===== src/rtl/rip_const.sv =====
// Shared constants and state encodings for the rip memory front end.
// Latency: n/a (declarations only).
// Backpressure: n/a.
package rip_const;

  // Bits per byte; all strobe/line arithmetic is expressed in these units.
  localparam int B_WIDTH = 8;

  typedef enum logic [1:0] {
    W_IDLE = 2'd0,
    W_REQ  = 2'd1,
    W_WAIT = 2'd2
  } w_state_e;

  typedef enum logic [1:0] {
    R_IDLE = 2'd0,
    R_REQ  = 2'd1,
    R_WAIT = 2'd2
  } r_state_e;

  // $clog2 that never returns 0, so index vectors stay at least 1 bit wide.
  function automatic int clog2_min1(input int v);
    return (v > 1) ? $clog2(v) : 1;
  endfunction

endpackage


===== src/rtl/rip_round_robin_arbiter.sv =====
// Round-robin arbiter: picks the first requester at or after the pointer.
// Latency: grant is combinational from req; pointer updates on the edge where advance=1 and any req.
// Backpressure: holding advance low freezes the pointer; the grant just follows req.
// Ports: req (N requesters), advance (consume current grant), grant (one-hot), grant_idx (binary).
module rip_round_robin_arbiter
  import rip_const::*;
#(
  parameter int N = 2,
  localparam int IW = clog2_min1(N)
) (
  input  logic          clk,
  input  logic          rstn,
  input  logic [N-1:0]  req,
  input  logic          advance,
  output logic [N-1:0]  grant,
  output logic [IW-1:0] grant_idx
);

  // Pointer holds the first channel to consider, i.e. one past the last grant.
  logic [IW-1:0] ptr;
  logic [IW-1:0] cand;
  logic [IW-1:0] ptr_nxt;
  logic          hit;
  int            j;

  always_comb begin
    grant     = '0;
    grant_idx = '0;
    hit       = 1'b0;
    j         = 0;
    cand      = '0;
    for (int k = 0; k < N; k++) begin
      j = int'(ptr) + k;
      if (j >= N) j = j - N;
      cand = IW'(j);
      if (!hit && req[cand]) begin
        hit       = 1'b1;
        grant     = '0;
        grant[cand] = 1'b1;
        grant_idx = cand;
      end
    end
  end

  always_comb begin
    ptr_nxt = (int'(grant_idx) == N - 1) ? '0 : grant_idx + IW'(1);
  end

  always_ff @(posedge clk) begin
    if (!rstn) begin
      ptr <= '0;
    end else if (advance && hit) begin
      ptr <= ptr_nxt;
    end
  end

endmodule


===== src/rtl/rip_memory_port_arbiter.sv =====
// Multi-channel CPU front end onto the line-wide read/write ports of rip_axi_master.
// Latency: request edge t -> busy at t+1, valid at t+2 when the engine is idle; busy clears the edge after done.
// Backpressure: valid holds until ready; channel inputs are ignored while busy; one outstanding per engine.
// Ports: we/re/addr/din per channel in, dout/busy per channel out;
//        waddr/wdata/wstrb/wvalid/wready/wdone write port; raddr/rvalid/rready/rdata/rdone read port.
module rip_memory_port_arbiter
  import rip_const::*;
#(
  parameter int NUM_CH     = 2,
  parameter int ADDR_WIDTH = 32,
  parameter int DATA_WIDTH = 32,
  parameter int LINE_SIZE  = 4
) (
  input  logic                                    clk,
  input  logic                                    rstn,
  input  logic [NUM_CH*(DATA_WIDTH/B_WIDTH)-1:0]  we,
  input  logic [NUM_CH-1:0]                       re,
  input  logic [NUM_CH*ADDR_WIDTH-1:0]            addr,
  input  logic [NUM_CH*DATA_WIDTH-1:0]            din,
  output logic [NUM_CH*DATA_WIDTH-1:0]            dout,
  output logic [NUM_CH-1:0]                       busy,
  input  logic                                    wready,
  output logic [ADDR_WIDTH-1:0]                   waddr,
  output logic [LINE_SIZE*B_WIDTH-1:0]            wdata,
  output logic [LINE_SIZE-1:0]                    wstrb,
  output logic                                    wvalid,
  input  logic                                    wdone,
  input  logic                                    rready,
  output logic [ADDR_WIDTH-1:0]                   raddr,
  output logic                                    rvalid,
  input  logic [LINE_SIZE*B_WIDTH-1:0]            rdata,
  input  logic                                    rdone
);

  localparam int STRB_W         = DATA_WIDTH / B_WIDTH;
  localparam int WORDS_PER_LINE = LINE_SIZE / STRB_W;
  localparam int OFF_W          = clog2_min1(WORDS_PER_LINE);
  localparam int CH_W           = clog2_min1(NUM_CH);

  typedef struct packed {
    logic                  wr;
    logic [ADDR_WIDTH-1:0] addr;
    logic [DATA_WIDTH-1:0] din;
    logic [STRB_W-1:0]     strb;
  } req_t;

  function automatic logic [ADDR_WIDTH-1:0] line_of(input logic [ADDR_WIDTH-1:0] a);
    return a & ~ADDR_WIDTH'(LINE_SIZE - 1);
  endfunction

  // Word slot of the addressed data word inside its line.
  function automatic logic [OFF_W-1:0] word_of(input logic [ADDR_WIDTH-1:0] a);
    return OFF_W'(int'(a & ADDR_WIDTH'(LINE_SIZE - 1)) / STRB_W);
  endfunction

  req_t              req_q [NUM_CH];
  logic [NUM_CH-1:0] w_pend, r_pend;
  logic [NUM_CH-1:0] w_gnt, r_gnt;
  logic [CH_W-1:0]   w_gidx, r_gidx;
  logic [NUM_CH-1:0] w_sel, r_sel;   // one-hot owner of the in-flight transaction
  req_t              w_win, r_win;

  w_state_e w_state, w_state_nxt;
  r_state_e r_state, r_state_nxt;

  logic w_done_fire, r_done_fire;
  assign w_done_fire = (w_state == W_WAIT) && wdone;
  assign r_done_fire = (r_state == R_WAIT) && rdone;

  // Per-channel request capture and completion.
  always_ff @(posedge clk) begin
    if (!rstn) begin
      busy <= '0;
      for (int i = 0; i < NUM_CH; i++) req_q[i] <= '0;
    end else begin
      for (int i = 0; i < NUM_CH; i++) begin
        if (!busy[i]) begin
          if ((|we[i*STRB_W +: STRB_W]) || re[i]) begin
            busy[i]  <= 1'b1;
            // A simultaneous re is dropped: the request becomes a write.
            req_q[i] <= '{wr:   |we[i*STRB_W +: STRB_W],
                          addr: addr[i*ADDR_WIDTH +: ADDR_WIDTH],
                          din:  din[i*DATA_WIDTH +: DATA_WIDTH],
                          strb: we[i*STRB_W +: STRB_W]};
          end
        end else if ((w_done_fire && w_sel[i]) || (r_done_fire && r_sel[i])) begin
          busy[i] <= 1'b0;
        end
      end
    end
  end

  // A read to the line of the in-flight write waits until the write engine is back in idle.
  always_comb begin
    w_pend = '0;
    r_pend = '0;
    for (int i = 0; i < NUM_CH; i++) begin
      w_pend[i] = busy[i] & req_q[i].wr;
      r_pend[i] = busy[i] & ~req_q[i].wr &
                  ~((w_state != W_IDLE) && (line_of(req_q[i].addr) == waddr));
    end
  end

  rip_round_robin_arbiter #(.N(NUM_CH)) u_w_arb (
    .clk       (clk),
    .rstn      (rstn),
    .req       (w_pend),
    .advance   (w_state == W_IDLE),
    .grant     (w_gnt),
    .grant_idx (w_gidx)
  );

  rip_round_robin_arbiter #(.N(NUM_CH)) u_r_arb (
    .clk       (clk),
    .rstn      (rstn),
    .req       (r_pend),
    .advance   (r_state == R_IDLE),
    .grant     (r_gnt),
    .grant_idx (r_gidx)
  );

  assign w_win = req_q[w_gidx];
  assign r_win = req_q[r_gidx];

  // ---------------- write engine ----------------
  always_ff @(posedge clk) begin
    if (!rstn) w_state <= W_IDLE;
    else       w_state <= w_state_nxt;
  end

  always_comb begin
    w_state_nxt = w_state;
    case (w_state)
      W_IDLE:  if (|w_pend) w_state_nxt = W_REQ;
      W_REQ:   if (wready)  w_state_nxt = W_WAIT;
      W_WAIT:  if (wdone)   w_state_nxt = W_IDLE;
      default: w_state_nxt = W_IDLE;
    endcase
  end

  always_ff @(posedge clk) begin
    if (!rstn) begin
      wvalid <= 1'b0;
      waddr  <= '0;
      wdata  <= '0;
      wstrb  <= '0;
      w_sel  <= '0;
    end else if (w_state == W_IDLE && |w_pend) begin
      wvalid <= 1'b1;
      w_sel  <= w_gnt;
      waddr  <= line_of(w_win.addr);
      wdata  <= {WORDS_PER_LINE{w_win.din}};
      wstrb  <= LINE_SIZE'(w_win.strb) << (int'(word_of(w_win.addr)) * STRB_W);
    end else if (w_state == W_REQ && wready) begin
      wvalid <= 1'b0;
    end
  end

  // ---------------- read engine ----------------
  always_ff @(posedge clk) begin
    if (!rstn) r_state <= R_IDLE;
    else       r_state <= r_state_nxt;
  end

  always_comb begin
    r_state_nxt = r_state;
    case (r_state)
      R_IDLE:  if (|r_pend) r_state_nxt = R_REQ;
      R_REQ:   if (rready)  r_state_nxt = R_WAIT;
      R_WAIT:  if (rdone)   r_state_nxt = R_IDLE;
      default: r_state_nxt = R_IDLE;
    endcase
  end

  always_ff @(posedge clk) begin
    if (!rstn) begin
      rvalid <= 1'b0;
      raddr  <= '0;
      r_sel  <= '0;
    end else if (r_state == R_IDLE && |r_pend) begin
      rvalid <= 1'b1;
      r_sel  <= r_gnt;
      raddr  <= line_of(r_win.addr);
    end else if (r_state == R_REQ && rready) begin
      rvalid <= 1'b0;
    end
  end

  // dout lands on the same edge busy clears.
  always_ff @(posedge clk) begin
    if (!rstn) begin
      dout <= '0;
    end else if (r_done_fire) begin
      for (int i = 0; i < NUM_CH; i++) begin
        if (r_sel[i]) begin
          dout[i*DATA_WIDTH +: DATA_WIDTH] <=
            rdata[int'(word_of(req_q[i].addr))*DATA_WIDTH +: DATA_WIDTH];
        end
      end
    end
  end

endmodule


===== config.mk =====
export PLATFORM = sky130hd
export DESIGN_NAME = rip_memory_port_arbiter
export DESIGN_NICKNAME = d
export VERILOG_FILES = /design/src/rtl/rip_const.sv /design/src/rtl/rip_round_robin_arbiter.sv /design/src/rtl/rip_memory_port_arbiter.sv
export SDC_FILE = /design/constraint.sdc
export NUM_CORES = 1
export LEC_CHECK = 0
export BUFFER_PORTS_ARGS = -buffer_cell sky130_fd_sc_hd__buf_2
export CORE_MARGIN = 5
export CORE_UTILIZATION = 45
export CTS_BUF_LIST = sky130_fd_sc_hd__clkbuf_4 sky130_fd_sc_hd__clkbuf_8
export CTS_CLUSTER_SIZE = 30
export DETAILED_ROUTE_END_ITERATION = 8
export PLACE_DENSITY = 0.68
export SYNTH_ARGS = -nofsm -noshare
export SYNTH_HDL_FRONTEND = slang
export SYNTH_SLANG_ARGS = --single-unit

===== constraint.sdc =====
create_clock -name clk -period 3.56 [get_ports clk]
set_clock_uncertainty 0.1 [all_clocks]
set_input_delay 0.356 -clock clk [delete_from_list [all_inputs] [get_ports clk]]
set_output_delay 0.356 -clock clk [all_outputs]
set_load 0.01 [all_outputs]

Yosys cells after proc, flatten, opt, wreduce, memory -nomap -nowiden

Memories as Yosys holds them, arrays and structs flattened. A register that Yosys moved wholly into a read port is not among the register bits.
Index checks and enable logic that the tools add are counted.
W data, S select, Z words.

Add/subtract/negate cells: 8
Multiply operators: 0
Div/mod/pow operators: 0
Magnitude comparators: 12
Eq/ne operators: 12
Shifts and indexed selects: 0
Mux-type cells: 61
Bitwise logic cells: 12
Reduce and logical (&&, ||, !) cells: 41

Operator list:

| operator              | number |
|---|---|
| $mux W69              | 2 |
| $eq A30 B30 Y1        | 2 |
| $mux W1               | 43 |
| $logic_and A1 B1 Y1   | 20 |
| $mux W2               | 10 |
| $ne A2 B2 Y1 const B  | 6 |
| $pmux W2 S3           | 2 |
| $lt A1 B2 Y1 const B  | 4 |
| $reduce_or A4 Y1      | 2 |
| $and A1 B1 Y1         | 6 |
| $reduce_and A3 Y1     | 2 |
| $reduce_bool A2 Y1    | 3 |
| $add A1 B1 Y2 const B | 2 |
| $demux W1 S1          | 4 |
| $eq A2 B1 Y1 const B  | 2 |
| $eq A2 B2 Y1 const B  | 2 |
| $ge A1 B1 Y1 const B  | 4 |
| $ge A1 B2 Y1 const B  | 2 |
| $ge A2 B2 Y1 const B  | 2 |
| $logic_not A1 Y1      | 4 |
| $logic_not A2 Y1      | 2 |
| $logic_or A1 B1 Y1    | 4 |
| $not A1 Y1            | 4 |
| $reduce_and A2 Y1     | 2 |
| 4 further kinds       | 10 |

Register bits: 78
Latch bits: 0
Bits in writable memories: 138
Bits in read-only memories: 0
Bits of input ports: 176
Output and inout port bits: 168
Logic and storage cells: 158
Memories kept: 1

Memories:

| memory | words | width | read ports | clocked after memory_dff | wr ports | RTL line                      | RTL |
|---|---|---|---|---|---|---|---|
| req_q  | 2     | 69    | 4          | 2                        | 2        | rip_memory_port_arbiter.sv:56 | `req_t req_q [NUM_CH];` |

Depth between registers and ports, before layout

Gate-level depths: netlist (run 1).
An unclocked memory read counts as a cell.

Word-level depth: 13
Depth in mapped cells: 8
Mapped depth without buffers: 6

Hierarchy

Synthesis (run 1) repeated with hierarchy kept, for this count alone.

Cell total of the unflattened synthesis: 1,191
Area total of the unflattened synthesis: 13,236.4 sq um

Modules (own cells, without submodules):

| module                  | times used | cells an instance | area an instance (sq um) | seq. area each (sq um) |
|---|---|---|---|---|
| rip_memory_port_arbiter | 1          | 1,175             | 13,098.8                 | 7,467.2 |
| rip_round_robin_arbiter | 2          | 8                 | 68.8                     | 20.0 |

Worst setup path before layout (run 1)

OpenSTA, ideal clock, no wires.

Kind: input -> register
Start point: input port we[1]
End point: memory req_q[0][0] (netlist name), enable pin
Library setup time: 711 ps
Arrival: 2,225 ps
Data required time: 2,749 ps
Path slack: 524 ps
Stages on the path: 3
Buffers on the path: 0
Cell sequence: or4_1 > o21bai_1 > nand2_1

RTL lines:

| element            | RTL line                      | RTL |
|---|---|---|
| start: declaration | rip_memory_port_arbiter.sv:16 | `input logic [NUM_CH*(DATA_WIDTH/B_WIDTH)-1:0] we,` |
| end: declaration   | rip_memory_port_arbiter.sv:56 |  |

==> results of run 1 <==
## through the flow
| step | std cells | hold slack (ns) |
|---|---|---|
| 6_report | 2118 | 0.0186 |
| 5_1_grt | 2118 | 0.00994 |
| 2_1_floorplan | 1218 | 0.340 |
| 4_1_cts | 2116 | 0.000365 |
| 3_5_place_dp | 1861 | 0.345 |
| 3_3_place_gp | 1861 | 0.338 |
## power breakdown
group	total, mW	switching [mW]	internal, mW
clock	3.38	1.40	1.99
sequential	4.29	0.248	4.05
combinational	1.65	0.929	0.717
total	9.32	2.57	6.75
## cells by family (layout without fill, tap and decap cells)
kind of cell	after synthesis	count (layout)	synth area share [%]
DFF	308	308	57.4
other	1	4	0.0287
AOI/OAI and AO/OA	220	220	12.4
muxes	66	66	5.05
and+or+nand+nor	460	460	17.7
buffers and inverters	100	616	3.39
xor gates and xnor gates	60	60	4.07
## area by class of cell
class / count / area [um^2] / area share, %
clock buffer: 80 / 951 / 5.33
clock inverter: 14 / 171 / 0.962
timing repair buffer: 517 / 3490 / 19.6
sequential: 308 / 7510 / 42.1
inverter: 5 / 23.8 / 0.133
tap: 384 / 480 / 2.70
multi-input combinational: 810 / 5200 / 29.2
## registers in the layout (all words and copies together), names as in the netlist, 2 cells and up
name     count
waddr       30
req_q      134
w_sel        2
wstrb        4
busy         2
w_state      2
dout        64
r_sel        2
raddr       30
r_state      2
wdata       32
## critical path, delay by kind of cell, from the launching register on
| kind | cells | cell delay, ns |
|---|---|---|
| compound gates | 3 | 1.04 |
| simple gates | 2 | 0.68 |
| flops | 1 | 0.45 |
| xor+xnor | 1 | 0.39 |
| buf+inv | 1 | 0.30 |
## cells in the mapped netlist, types with 2 or more instances
cell type and count:
dfxtp_1 174, and4_4 2, a311oi_2 29, and3_1 2
nand2_1 140, buf_4 9, and2_1 135, or4_1 3
buf_1 6, o211a_1 2, buf_6 3, buf_2 10
nor3_1 33, o21ai_0 33, xor2_1 27, edfxtp_1 134
nor4_2 6, or3b_2 2, mux2i_1 66, nor4_1 2
o21a_1 2, nor2_1 79, xnor2_1 32, nand4_1 16
a31oi_1 3, o21bai_1 3, a21oi_1 75, a211oi_1 66
inv_1 4, nand3_1 33, clkbuf_1 67
## routing by layer
layer | GRT usage (%) | wire (um) | vias to the layer above
met3 | 6.92 | 3190 | 97
met4 | 9.65 | 1650 | 0
met5 | 0 | 0 | -
li1 | - | - | 5270
met1 | 28.4 | 15900 | 5281
met2 | 41.5 | 19600 | 454
## worst paths after layout
| check | from | to | cells after the start | slack (ns) |
|---|---|---|---|---|
| hold reg to reg | dout[13] | dout[13] | 2 | 0.35 |
| setup / recovery | req_q[1][45] | raddr[10] | 7 | 0.51 |
| setup reg to reg | req_q[1][45] | raddr[10] | 7 | 0.51 |
| hold / removal | addr[43] | req_q[1][47] | 2 | 0.02 |
## repair_timing
item	4_1_cts	5_1_grt
hold buffers	161	2
endpoints found under the hold margin	192	2
resized for setup	0	0
==> impl_metrics.env, run 1 <==
export IMPL_grt_max_degree=107
export IMPL_yosys_area_top_type="edfxtp_1"
export IMPL_dp_hpwl_mm=26.4
export IMPL_areaGrowthSynthToFinish_pct=36.2
export IMPL_fin_ws_ns=0.506
export IMPL_clock_latency_ns=0.58
export IMPL_setup_viol=0
export IMPL_netlist_area_mm2=0.0131
export IMPL_path_class="flip-flop to flip-flop"
export IMPL_via_per_inst=5.24
export IMPL_post_route_period_util_pct=85.8
export IMPL_rsz0062_at_grt="false"
export IMPL_tns_ns=0
export IMPL_via_count=11100
export IMPL_final_common_cell="buf_2"
export IMPL_numCtsBuffers=50
export IMPL_async_flop_share_pct=0
export IMPL_drv_slew=0
export IMPL_postSynthCellCount=1215
export IMPL_hold_viol=0
export IMPL_powerDensity_mw_per_mm2=523
export IMPL_crit_chain="xnor2_1 > nand4_1 > or4_4 > o21ai_2 > buf_4 > o21ai_0 > a311oi_2"
export IMPL_coreArea_mm2=0.0287
export IMPL_synth_edff_count=134
export IMPL_yosysWarnings=0
export IMPL_track_usage_pct=24.1
export IMPL_worstPathArrival_ns=3.42
export IMPL_relSlewSlack_pct=18.9
export IMPL_first_global_vias=11300
export IMPL_startpoint_type="flip-flop"
export IMPL_cp_end_kind="flip-flop"
export IMPL_p_total_mw=9.32
export IMPL_postRouteWirelength_mm=40.3
export IMPL_fin_crit_ns=3.05
export IMPL_overflow=0
export IMPL_clock_root_buffer="clkbuf_8"
export IMPL_place_ws_ns=0.587
export IMPL_synth_area_top_cells="edfxtp_1 31%, dfxtp_1 27%, and2_1 6.5%, mux2i_1 5.0%, nand2_1 4.0%"
export IMPL_vdd_drop_max_v=0.000327
export IMPL_die_h_um=181
export IMPL_avgSynthCellArea_um2=10.8
export IMPL_synthFlopType="dfxtp_1"
export IMPL_cts_max_path_buffers=3
export IMPL_port_buffers=335
export IMPL_drv_cap=0
export IMPL_fin_util_pct=62.1
export IMPL_die_area_mm2=0.0326
export IMPL_crit_slowest_cell="o21ai_2"
export IMPL_io_pins=344
export IMPL_synth_top_area_share_pct=30.7
export IMPL_first_pass_iters=5
export IMPL_detailedRoute_firstIterationViolations=549
export IMPL_gp_congestion=0.927
export IMPL_start_util_pct=45.6
export IMPL_die_w_um=181
export IMPL_htree_levels=2
export IMPL_fillCellCount=2316
export IMPL_cts_tree="yes"
export IMPL_grt_pass1_wl_mm=63.6
export IMPL_status="finished, final reports clean"
export IMPL_drc=0
export IMPL_post_cts_setup_buffers=0
export IMPL_path_max_fanout=17
export IMPL_synth_cell_types=48
export IMPL_worst_pin_slew_ns=1.22
export IMPL_final_net_count=1868
export IMPL_yosysSeqAreaShare_pct=57.4
export IMPL_p_leak_nw=7.24
export IMPL_drtAntennaViolNets=0
export IMPL_cts_sinks=308
export IMPL_layout_drive_gt1_share_pct=28.5
export IMPL_wl_per_cell_um=19.0
export IMPL_ys_ff_latch=308
export IMPL_cp_required_ns=3.93
export IMPL_fin_area_mm2=0.0178
export IMPL_num_antenna_cells=0
export IMPL_clk_pin_slew_ns=0.06
export IMPL_max_stage_delay_ns=0.63
export IMPL_fmax_ghz=0.327
export IMPL_hold_path_class="input pin to flip-flop"
export IMPL_placedInstanceArea_mm2=0.0151
export IMPL_rows=62
export IMPL_final_cell_mix="335 x buf_2, 174 x dfxtp_1, 163 x dlygate4sd3_1"
export IMPL_antenna_found_initial=0
(Power assumes the default switching activity.)
==> inputs of run 2 (changes only) <==
- clock period: 3.56 -> 3.08 ns (I/O delays scaled with it)
==> impl_metrics.env, run 2 (synthesis results as in run 1) <==
export IMPL_track_usage_pct=24.4
export IMPL_final_net_count=1882
export IMPL_wl_per_cell_um=19.3
export IMPL_via_count=11100
export IMPL_fin_crit_ns=2.83
export IMPL_antenna_found_initial=1
export IMPL_status="finished, final reports clean"
export IMPL_place_ws_ns=0.331
export IMPL_via_per_inst=5.19
export IMPL_overflow=0
export IMPL_post_cts_setup_buffers=0
export IMPL_powerDensity_mw_per_mm2=586
export IMPL_startpoint_type="flip-flop"
export IMPL_cts_sinks=308
export IMPL_crit_slowest_cell="or4_4"
export IMPL_fin_util_pct=62.2
export IMPL_first_global_vias=11400
export IMPL_use_met3_pct=7.31
export IMPL_cp_end_kind="flip-flop"
export IMPL_drv_cap=0
export IMPL_path_class="flip-flop to flip-flop"
export IMPL_grt_max_degree=169
export IMPL_drtAntennaViolNets=0
export IMPL_final_common_cell="buf_2"
export IMPL_setup_viol=0
export IMPL_gp_congestion=0.904
export IMPL_cts_tree="yes"
export IMPL_final_cell_mix="335 x buf_2, 174 x dfxtp_1, 169 x dlygate4sd3_1"
export IMPL_detailedRoute_firstIterationViolations=695
export IMPL_clock_latency_ns=0.58
export IMPL_largest_register="req_q"
export IMPL_cp_required_ns=3.46
export IMPL_cp_top_family="compound AO/OA/AOI/OAI gates"
export IMPL_drc=0
export IMPL_hold_viol=0
export IMPL_numCtsBuffers=50
export IMPL_use_met2_pct=42.1
export IMPL_start_util_pct=45.6
export IMPL_clock_root_buffer="clkbuf_8"
export IMPL_largest_reg_flops=134
export IMPL_fillCellCount=2299
export IMPL_grt_pass1_wl_mm=64.3
export IMPL_fmax_ghz=0.354
export IMPL_die_area_mm2=0.0326
export IMPL_worstPathArrival_ns=3.20
export IMPL_htree_levels=2
export IMPL_die_w_um=181
export IMPL_relSlewSlack_pct=41.5
export IMPL_io_pins=344
export IMPL_cts_max_path_buffers=3
export IMPL_max_stage_delay_ns=0.55
export IMPL_vdd_drop_max_v=0.000555
export IMPL_postRouteWirelength_mm=41.1
export IMPL_rows=62
export IMPL_layout_drive_gt1_share_pct=28.4
export IMPL_crit_chain="xnor2_1 > nand4_1 > or4_4 > o21ai_2 > buf_4 > o21ai_0 > a311oi_2"
export IMPL_tns_ns=0
export IMPL_die_h_um=181
export IMPL_post_route_period_util_pct=91.8
export IMPL_met1_usage_pct=28.5
export IMPL_p_leak_nw=7.25
export IMPL_reg_largest_list="req_q (134), dout (64), wdata (32)"
export IMPL_worst_pin_slew_ns=0.878
export IMPL_cp_num_buf_inv=1
export IMPL_hold_path_class="input pin to flip-flop"
export IMPL_first_pass_iters=6
export IMPL_rsz0062_at_grt="false"
export IMPL_port_buffers=335
export IMPL_clk_pin_slew_ns=0.06
export IMPL_path_max_fanout=15
export IMPL_grt_busiest_layer="met2"
export IMPL_drv_slew=0
export IMPL_dp_hpwl_mm=26.6
export IMPL_fin_ws_ns=0.253
export IMPL_areaGrowthSynthToFinish_pct=36.4
export IMPL_coreArea_mm2=0.0287
## run 2: cell types whose count changed in the layout (fill, tap and decap cells not counted), sizes merged
cell         before  now
clkinv            8   14
diode             0    1
bufinv            4    0
dlygate4sd3     163  169
clkbuf           80   75
buf             354  362
## run 2: metal layers
| metal | routed length [um] | up-vias |
|---|---|---|
| met5 | 0 | - |
| met2 | 19900 | 473 |
| met4 | 1760 | 0 |
| met3 | 3420 | 103 |
| met1 | 16000 | 5195 |
| li1 | - | 5279 |
## run 2: worst paths after layout
check                             startpoint    endpoint  slack [ns]  cells past startpoint
worst max register to register  req_q[1][56]   raddr[17]        0.25                      7
worst min-delay path                   rdone  r_state[1]        0.03                      4
worst min register to register      dout[50]    dout[50]        0.35                      2
worst max-delay path            req_q[1][56]   raddr[17]        0.25                      7
## run 2: through the flow
stage / hold slack (ns) / power (mW) / instance area [um^2] / cells
after floorplan: 0.340 / 6.06 / 13100 / 1218
after global placement: 0.339 / 6.73 / 15100 / 1869
after detailed placement: 0.344 / 6.77 / 15100 / 1869
after CTS: 0.00151 / 10.5 / 17800 / 2129
after global routing: 0.0748 / 10.9 / 17800 / 2130
final: 0.0292 / 10.5 / 17800 / 2130
## run 2: cell type report
type	count	area, um^2	share of cell area (%)
sequential	308	7510	42.1
multi-input combinational	810	5200	29.2
timing repair buffer	531	3610	20.2
clock buffer	75	945	5.29
tap	384	480	2.69
clock inverter	16	76.3	0.428
inverter	5	23.8	0.133
antenna	1	2.50	0.0140
## run 2: repair_timing
item | CTS | global route
hold buffers | 169 | 0
resized for setup | 0 | 0
hold endpoints to repair | 204 | 0
## run 2: report_power, final
group          switching (mW)  internal (mW)  total [mW]
Combinational            1.08          0.840        1.92
Clock                    1.62           1.96        3.58
Sequential              0.288           4.67        4.96
## run 2: worst min-delay path, cell delays in order
cell,delay [ns]
buf_2,0.12
nor3_1,0.05
a31oi_1,0.13
nor2_1,0.04
